File: src/rtl/dmem_access_ctrl_if.sv
// Requester handshake bundle for dmem_access_ctrl.
// One instance per requester port (core LSU, debug/DMA).
interface dmem_access_ctrl_if;
  logic        valid;
  logic        ready;
  logic        we;
  logic [2:0]  op;
  logic [31:0] addr;
  logic [31:0] wdata;
  logic        rvalid;
  logic [31:0] rdata;
  logic        err;

  modport master (
    output valid, we, op, addr, wdata,
    input  ready, rvalid, rdata, err
  );

  modport slave (
    input  valid, we, op, addr, wdata,
    output ready, rvalid, rdata, err
  );
endinterface

File: src/rtl/dmem_access_ctrl.sv
// Round-robin two-requester sequencer in front of data_mem.
// Word-read loads with local extension, byte-split misaligned stores.
module dmem_access_ctrl #(
  parameter int MEM_SIZE_KB = 4
) (
  input  logic              clk,
  input  logic              rst_n,
  dmem_access_ctrl_if.slave r0,
  dmem_access_ctrl_if.slave r1,
  output logic              mem_read_en,
  output logic              mem_write_en,
  output logic [2:0]        mem_op,
  output logic [31:0]       mem_addr,
  output logic [31:0]       mem_datain,
  input  logic [31:0]       mem_dataout
);
  localparam logic [32:0] MEM_DEPTH = 33'(MEM_SIZE_KB * 1024);

  localparam logic [1:0] S_IDLE   = 2'd0;
  localparam logic [1:0] S_ACCESS = 2'd1;
  localparam logic [1:0] S_DONE   = 2'd2;

  localparam logic [2:0] OP_B  = 3'b000;
  localparam logic [2:0] OP_H  = 3'b001;
  localparam logic [2:0] OP_W  = 3'b010;
  localparam logic [2:0] OP_BU = 3'b100;
  localparam logic [2:0] OP_HU = 3'b101;

  logic [1:0]  state;
  logic        rr_last;
  logic        gnt;
  logic        we_q;
  logic        err_q;
  logic        split_q;
  logic [2:0]  op_q;
  logic [31:0] addr_q;
  logic [31:0] wdata_q;
  logic [31:0] lo_q;
  logic [31:0] rdata_q;
  logic [1:0]  step;
  logic [1:0]  last_q;

  logic        gnt0;
  logic        gnt1;
  logic        accept;
  logic        s_we;
  logic [2:0]  s_op;
  logic [31:0] s_addr;
  logic [31:0] s_wdata;
  logic [32:0] s_size;
  logic [2:0]  s_end;
  logic        s_err;
  logic        s_split;
  logic [1:0]  s_last;

  // rr_last=1 means r1 was granted last, so r0 wins a tie
  assign gnt0 = (state == S_IDLE) && r0.valid
              && (!r1.valid || rr_last);
  assign gnt1 = (state == S_IDLE) && r1.valid
              && (!r0.valid || !rr_last);
  assign accept = gnt0 || gnt1;

  assign r0.ready = gnt0;
  assign r1.ready = gnt1;

  assign s_we    = gnt1 ? r1.we    : r0.we;
  assign s_op    = gnt1 ? r1.op    : r0.op;
  assign s_addr  = gnt1 ? r1.addr  : r0.addr;
  assign s_wdata = gnt1 ? r1.wdata : r0.wdata;

  always_comb begin
    s_size  = 33'd4;
    s_last  = 2'd0;
    s_split = 1'b0;
    unique case (1'b1)
      s_op[1:0] == 2'b00: s_size = 33'd1;
      s_op[1:0] == 2'b01: s_size = 33'd2;
      default:            s_size = 33'd4;
    endcase
    s_end = {1'b0, s_addr[1:0]} + s_size[2:0];
    s_err = (({1'b0, s_addr} + s_size) > MEM_DEPTH)
          || (s_we ? (s_op > OP_W)
                   : (s_op == 3'b011 || s_op[2:1] == 2'b11));
    unique case (1'b1)
      !s_we: s_last = (s_end > 3'd4) ? 2'd1 : 2'd0;
      s_we && s_op == OP_H && s_addr[0]: begin
        s_last  = 2'd1;
        s_split = 1'b1;
      end
      s_we && s_op == OP_W && s_addr[1:0] != 2'b00: begin
        s_last  = 2'd3;
        s_split = 1'b1;
      end
      default: ;
    endcase
  end

  logic        in_acc;
  logic [63:0] word64;
  logic [31:0] sh;
  logic [31:0] ld_res;

  assign in_acc = (state == S_ACCESS);

  always_comb begin
    mem_read_en  = in_acc && !we_q;
    mem_write_en = in_acc && we_q;
    mem_op       = 3'd0;
    mem_addr     = 32'd0;
    mem_datain   = 32'd0;
    if (in_acc) begin
      unique case (1'b1)
        !we_q: begin
          mem_op   = OP_W;
          mem_addr = {addr_q[31:2], 2'b00}
                   + {28'd0, step, 2'b00};
        end
        we_q && split_q: begin
          mem_op     = OP_B;
          mem_addr   = addr_q + {30'd0, step};
          mem_datain = (wdata_q >> {step, 3'b000})
                     & 32'h0000_00FF;
        end
        default: begin
          mem_op     = op_q;
          mem_addr   = addr_q;
          mem_datain = wdata_q;
        end
      endcase
    end
  end

  // second word of a crossing load lands above the first
  assign word64 = (step == 2'd0) ? {32'd0, mem_dataout}
                                 : {mem_dataout, lo_q};
  assign sh = 32'(word64 >> {addr_q[1:0], 3'b000});

  always_comb begin
    ld_res = 32'd0;
    unique case (1'b1)
      op_q == OP_B:  ld_res = {{24{sh[7]}}, sh[7:0]};
      op_q == OP_H:  ld_res = {{16{sh[15]}}, sh[15:0]};
      op_q == OP_W:  ld_res = sh;
      op_q == OP_BU: ld_res = {24'd0, sh[7:0]};
      op_q == OP_HU: ld_res = {16'd0, sh[15:0]};
      default:       ld_res = 32'd0;
    endcase
  end

  always_ff @(posedge clk or negedge rst_n) begin
    if (!rst_n) begin
      state   <= S_IDLE;
      rr_last <= 1'b1;
      gnt     <= 1'b0;
      we_q    <= 1'b0;
      err_q   <= 1'b0;
      split_q <= 1'b0;
      op_q    <= 3'd0;
      addr_q  <= 32'd0;
      wdata_q <= 32'd0;
      lo_q    <= 32'd0;
      rdata_q <= 32'd0;
      step    <= 2'd0;
      last_q  <= 2'd0;
    end else begin
      unique case (state)
        S_IDLE: begin
          if (accept) begin
            gnt     <= gnt1;
            rr_last <= gnt1;
            we_q    <= s_we;
            op_q    <= s_op;
            addr_q  <= s_addr;
            wdata_q <= s_wdata;
            err_q   <= s_err;
            split_q <= s_split;
            last_q  <= s_last;
            step    <= 2'd0;
            rdata_q <= 32'd0;
            state   <= s_err ? S_DONE : S_ACCESS;
          end
        end
        S_ACCESS: begin
          if (!we_q && step == 2'd0) lo_q <= mem_dataout;
          if (step == last_q) begin
            if (!we_q) rdata_q <= ld_res;
            state <= S_DONE;
          end else begin
            step <= step + 2'd1;
          end
        end
        S_DONE:  state <= S_IDLE;
        default: state <= S_IDLE;
      endcase
    end
  end

  logic done0;
  logic done1;

  assign done0 = (state == S_DONE) && !gnt;
  assign done1 = (state == S_DONE) && gnt;

  assign r0.rvalid = done0;
  assign r0.rdata  = done0 ? rdata_q : 32'd0;
  assign r0.err    = done0 && err_q;
  assign r1.rvalid = done1;
  assign r1.rdata  = done1 ? rdata_q : 32'd0;
  assign r1.err    = done1 && err_q;
endmodule
File: src/flat_wrapper.sv
// flat-port wrapper written by rule: the top's interface ports become plain ports
module dmem_access_ctrl_flat 
#(
  parameter int MEM_SIZE_KB = 4
)
  (clk, rst_n, mem_read_en, mem_write_en, mem_op, mem_addr, mem_datain, mem_dataout, r0_valid, r0_we, r0_op, r0_addr, r0_wdata, r0_ready, r0_rvalid, r0_rdata, r0_err, r1_valid, r1_we, r1_op, r1_addr, r1_wdata, r1_ready, r1_rvalid, r1_rdata, r1_err);
  dmem_access_ctrl_if r0_i ();
  dmem_access_ctrl_if r1_i ();
  input  logic clk;
  input  logic rst_n;
  output logic mem_read_en;
  output logic mem_write_en;
  output logic [2:0] mem_op;
  output logic [31:0] mem_addr;
  output logic [31:0] mem_datain;
  input  logic [31:0] mem_dataout;
  input wire logic [$bits(r0_i.valid)-1:0] r0_valid;
  input wire logic [$bits(r0_i.we)-1:0] r0_we;
  input wire logic [$bits(r0_i.op)-1:0] r0_op;
  input wire logic [$bits(r0_i.addr)-1:0] r0_addr;
  input wire logic [$bits(r0_i.wdata)-1:0] r0_wdata;
  output wire logic [$bits(r0_i.ready)-1:0] r0_ready;
  output wire logic [$bits(r0_i.rvalid)-1:0] r0_rvalid;
  output wire logic [$bits(r0_i.rdata)-1:0] r0_rdata;
  output wire logic [$bits(r0_i.err)-1:0] r0_err;
  input wire logic [$bits(r1_i.valid)-1:0] r1_valid;
  input wire logic [$bits(r1_i.we)-1:0] r1_we;
  input wire logic [$bits(r1_i.op)-1:0] r1_op;
  input wire logic [$bits(r1_i.addr)-1:0] r1_addr;
  input wire logic [$bits(r1_i.wdata)-1:0] r1_wdata;
  output wire logic [$bits(r1_i.ready)-1:0] r1_ready;
  output wire logic [$bits(r1_i.rvalid)-1:0] r1_rvalid;
  output wire logic [$bits(r1_i.rdata)-1:0] r1_rdata;
  output wire logic [$bits(r1_i.err)-1:0] r1_err;
  assign r0_i.valid = r0_valid;
  assign r0_i.we = r0_we;
  assign r0_i.op = r0_op;
  assign r0_i.addr = r0_addr;
  assign r0_i.wdata = r0_wdata;
  assign r0_ready = r0_i.ready;
  assign r0_rvalid = r0_i.rvalid;
  assign r0_rdata = r0_i.rdata;
  assign r0_err = r0_i.err;
  assign r1_i.valid = r1_valid;
  assign r1_i.we = r1_we;
  assign r1_i.op = r1_op;
  assign r1_i.addr = r1_addr;
  assign r1_i.wdata = r1_wdata;
  assign r1_ready = r1_i.ready;
  assign r1_rvalid = r1_i.rvalid;
  assign r1_rdata = r1_i.rdata;
  assign r1_err = r1_i.err;
  dmem_access_ctrl #(.MEM_SIZE_KB(MEM_SIZE_KB)) u_core (.clk(clk), .rst_n(rst_n), .r0(r0_i), .r1(r1_i), .mem_read_en(mem_read_en), .mem_write_en(mem_write_en), .mem_op(mem_op), .mem_addr(mem_addr), .mem_datain(mem_datain), .mem_dataout(mem_dataout));
endmodule
File: config.mk
export PLATFORM = sky130hd
export DESIGN_NAME = dmem_access_ctrl_flat
export DESIGN_NICKNAME = d
export VERILOG_FILES = /design/src/rtl/dmem_access_ctrl_if.sv /design/src/rtl/dmem_access_ctrl.sv /design/src/flat_wrapper.sv
export SDC_FILE = /design/constraint.sdc
export NUM_CORES = 1
export LEC_CHECK = 0
export CAP_MARGIN = 15
export CORE_UTILIZATION = 45
export CTS_BUF_LIST = sky130_fd_sc_hd__clkbuf_4 sky130_fd_sc_hd__clkbuf_8 sky130_fd_sc_hd__clkbuf_16
export CTS_CLUSTER_SIZE = 24
export DETAILED_ROUTE_END_ITERATION = 7
export PLACE_DENSITY_LB_ADDON = 0.12
export SLEW_MARGIN = 20
export SYNTH_ARGS = -nofsm -noshare
export SYNTH_HDL_FRONTEND = slang
export SYNTH_SLANG_ARGS = --single-unit
File: constraint.sdc
create_clock -name clk -period 9.6 [get_ports clk]
set_clock_uncertainty 0.2 [all_clocks]
set_input_delay 1.92 -clock clk [delete_from_list [all_inputs] [get_ports clk]]
set_output_delay 1.92 -clock clk [all_outputs]
set_load 0.02 [all_outputs]
==> reports/qor.csv <==
stage,metric,value,unit
status,status,finished clean,
sta,smallest hold slack,0.2847,ns
floorplan,Initial Utilization,46.05,%
yosys,simple-gate share of the synthesized area,25.81,%
finish,Nets,1757,
global_route,M3 GR Usage,4.983,%
worst_setup_path,reg2reg setup slack,4.44,ns
worst_setup_path,Setup CP Type,primary input to flip-flop,
detailed_routing,Detailed Route WL,37.88,mm
yosys,post-synthesis mux area share,14.12,%
detailed_routing,post-route ant nets,0,
worst_setup_path,Reg-to-Reg End,u_core.state[1],
sta,count of final hold-check violations,0,
worst_hold_path,Hold Crit Class,flip-flop to flip-flop,
detailed_routing,vias,10992,
worst_setup_path,Critical Path RT,9.70,ns
yosys,Synth async-reset ratio,100.0,%
clock_network,post_cts resized,0,
floorplan,num ports,311,
placement,DP Cell Count,1874,
yosys,Post-Syn Area,10840,sq um
sta,final setup vio count,0,
clock_network,Clock Latency Late Sink,0.44,ns
yosys,main combinational cell family by area after synthesis,simple AND/OR/NAND/NOR gates,
placement,IO buf count,310,
worst_setup_path,r2r worst-path depth,17,
pwr,Static Leak,5.928,nW
yosys,Post-Syn Nets,1503,
pwr,power density over the cells,195.8,nW/um^2
yosys,Syn Area/Cell,8.212,sq um
detailed_routing,number of remaining DRC errors,0,
finish,Post-Layout Inst Area,14720,sq um
clock_network,postcts setup bufs,0,
detailed_routing,vias per cell,5.767,
sta,setup TNS,0,ns
pwr,Peak VDD IR,0.3269,mV
yosys,XOR/XNOR Fraction of Synth Area,3.393,%
sta,fin crit period,6.691,ns
global_route,GR Util met1,41.14,%
global_route,vias in the first global route,10255,
finish,share of post-route cells with drive strength above 1,8.633,%
yosys,Ys Warns,0,
yosys,Yosys reg bits,142,
clock_network,Max Buffers Root-to-Sink,2,
detailed_routing,DR iter-0 viols,912,
detailed_routing,routed len/inst,19.88,microns
yosys,Cell variety after synth,75,
finish,fillcell total,2097,
global_route,pin count of the biggest net entering global routing,103,
clock_network,CTS sink cnt,142,
clock_network,H-Tree Depth,4,
clock_network,CTS Buf Count,17,
placement,dpl cell area,14120,sq um
yosys,complex-gate fraction of the synthesized area,18.17,%
worst_hold_path,worst hold stages,2,
sta,max frequency,149.5,MHz
worst_setup_path,critical path launch point,r0_valid,
job,Max Cap Viol,0,
finish,number of non-filler instances in the completed layout,1906,
floorplan,height of the die,157.2,microns
yosys,Post-Synthesis Cells,1320,
worst_hold_path,Min-Delay Endpoint,u_core.rdata_q[22],
sta,final period utilization,69.70,%
clock_network,CTS Root Buffer Type,clkbuf_16,
worst_setup_path,Critical R2R Launch,u_core.rr_last,
global_route,Congestion Overflow GR,0,
floorplan,Site Rows,56,
yosys,adder-cell share of the synthesized area,1.477,%
detailed_routing,drt pass-1 iters,5,
clock_network,"CTS clk-pin slew, worst paths",0.06,ns
floorplan,die outline width,157.2,microns
worst_setup_path,CP endpoint kind,flip-flop,
finish,final core occ,62.54,%
yosys,sequential element share of the synthesized area,32.79,%
clock_network,cts hold-fix bufs,0,
finish,Syn-to-layout area delta,35.82,%
worst_setup_path,critical path launch point type,primary input,
sta,Rel. slew slack,31.42,%
placement,dpl hpwl,28.59,mm
finish,antenna diode count,0,
global_route,first-pass GRT wire length,58.15,mm
global_route,gr usage total,31.04,%
worst_hold_path,min-delay src,u_core.rdata_q[22],
placement,placer congestion estimate,1.002,
global_route,met2 Track Usage GR,50.00,%
worst_setup_path,arrival time at the worst endpoint,6.79,ns
floorplan,core area,23540,sq um
yosys,Post-synth EDFFs,0,
clock_network,CTS tree,yes,
floorplan,die footprint,24720,sq um
yosys,Synth Flop Type,dfrtp_1,
global_route,grt peak-use layer,met2,
worst_setup_path,CP max FO,51,
global_route,antenna violations before repair,0,
sta,slew at the pin closest to its max-slew limit,1.029,ns
sta,Slew Limit Fails,0,
sta,RSZ-0062 raised after global routing,false,
==> cell families (layout without fill, tap and decap cells) <==
group | Yosys count | count (layout)
compound gates | 308 | 308
xor+xnor | 42 | 42
fa+ha+maj | 11 | 11
buf+inv | 116 | 383
flops | 142 | 142
mux | 128 | 128
simple gates | 573 | 573
==> where the power goes <==
group / internal [mW] / leakage (nW) / total, mW / switching (mW)
clock network: 0.398 / 0.290 / 0.684 / 0.286
logic: 0.483 / 3.84 / 1.24 / 0.756
registers: 0.754 / 1.80 / 0.959 / 0.205
total: 1.64 / 5.93 / 2.88 / 1.25
==> worst max-delay path by stage <==
| stage | depth (start not counted) | slack [ns] | end |
|---|---|---|---|
| floorplan | 8 | 3.86 | r1_ready |
| global placement | 18 | 2.70 | u_core.state[1] |
| detailed placement | 18 | 2.55 | u_core.state[1] |
| CTS | 18 | 2.98 | u_core.state[1] |
| global route | 18 | 2.51 | u_core.state[1] |
| finish | 18 | 2.91 | u_core.state[1] |
==> flip-flops by register name, indices dropped and copies added, names as in the netlist <==
name,cells
u_core.addr_q,32
u_core.lo_q,32
u_core.rdata_q,32
u_core.wdata_q,32
u_core.op_q,3
u_core.last_q,2
u_core.state,2
u_core.step,2
u_core.err_q,1
u_core.gnt,1
u_core.rr_last,1
u_core.split_q,1
u_core.we_q,1
==> cell usage after synthesis (all sizes together), types with 25 or more instances <==
cell,n,area share (%)
nand2,201,7.0
mux2,49,5.1
o21ai,87,4.1
a21oi,62,2.9
nor2,130,4.5
mux2i,64,5.9
nand4,29,1.7
clkbuf,65,2.3
dfrtp,141,33
buf,26,1.1
and2,103,5.9
a31oi,61,3.6
xor2,25,2.0
nand3,31,1.4
==> per-stage QoR <==
stage	power, mW	setup slack, ns
after floorplan	1.755	3.864
after global placement	2.175	2.700
after detailed placement	2.197	2.552
after CTS	2.885	2.983
after global routing	3.071	2.509
final	2.883	2.909
==> cells in the final DEF, fill, tap and decap left out, types with 5 or more instances in the layout <==
master / Yosys / final
clkdlybuf4s50_1: 0 / 309
nand2_1: 201 / 200
dfrtp_1: 141 / 140
nor2_1: 130 / 129
and2_1: 101 / 101
o21ai_0: 84 / 84
mux2i_1: 64 / 64
a21oi_1: 62 / 62
a31oi_1: 60 / 60
mux2_2: 49 / 49
nand3_1: 31 / 31
nand4_1: 29 / 29
xor2_1: 25 / 25
inv_1: 23 / 23
a22o_1: 18 / 18
xnor2_1: 17 / 17
clkbuf_16: 0 / 17
buf_4: 2 / 16
mux4_2: 15 / 15
a211oi_1: 15 / 15
o22ai_1: 14 / 14
nor3_1: 14 / 14
and3_1: 13 / 13
nor2b_1: 10 / 10
ha_1: 8 / 7
nand2b_1: 6 / 6
nor4_1: 6 / 6
o2bb2ai_1: 6 / 6
and4_1: 5 / 5
a21o_1: 5 / 5
==> cell type report <==
class	count	area (sq um)	share of cell area (%)
Timing Repair Buffer	326	3224	21.90
Clock inverter	13	152.6	1.037
Sequential cell	142	3556	24.15
Multi-Input combinational cell	1062	6850	46.53
Tap cell	319	399.1	2.711
Clock buffer	19	446.7	3.034
Inverter	25	93.84	0.6374
==> worst max-delay path, cell delays in order <==
cell and delay, ns:
clkdlybuf4s50_1 0.56, nand2_1 0.24, nand2_2 0.18, buf_4 0.50
mux2i_1 0.36, inv_1 0.10, ha_1 0.22, inv_1 0.07
fa_1 0.24, nor2b_1 0.11, nor2_1 0.72, a21oi_1 0.09
o32a_1 0.40, a2111oi_2 0.30, nand2_1 0.11, a311oi_1 0.27
and4b_1 0.30, o21ai_1 0.08
==> metal layers <==
layer	routed length, microns	vias up
li1	-	5223
met1	16230	5197
met2	17680	491
met3	2507	81
met4	1466	0
met5	0	-
(Power assumes the default switching activity.)
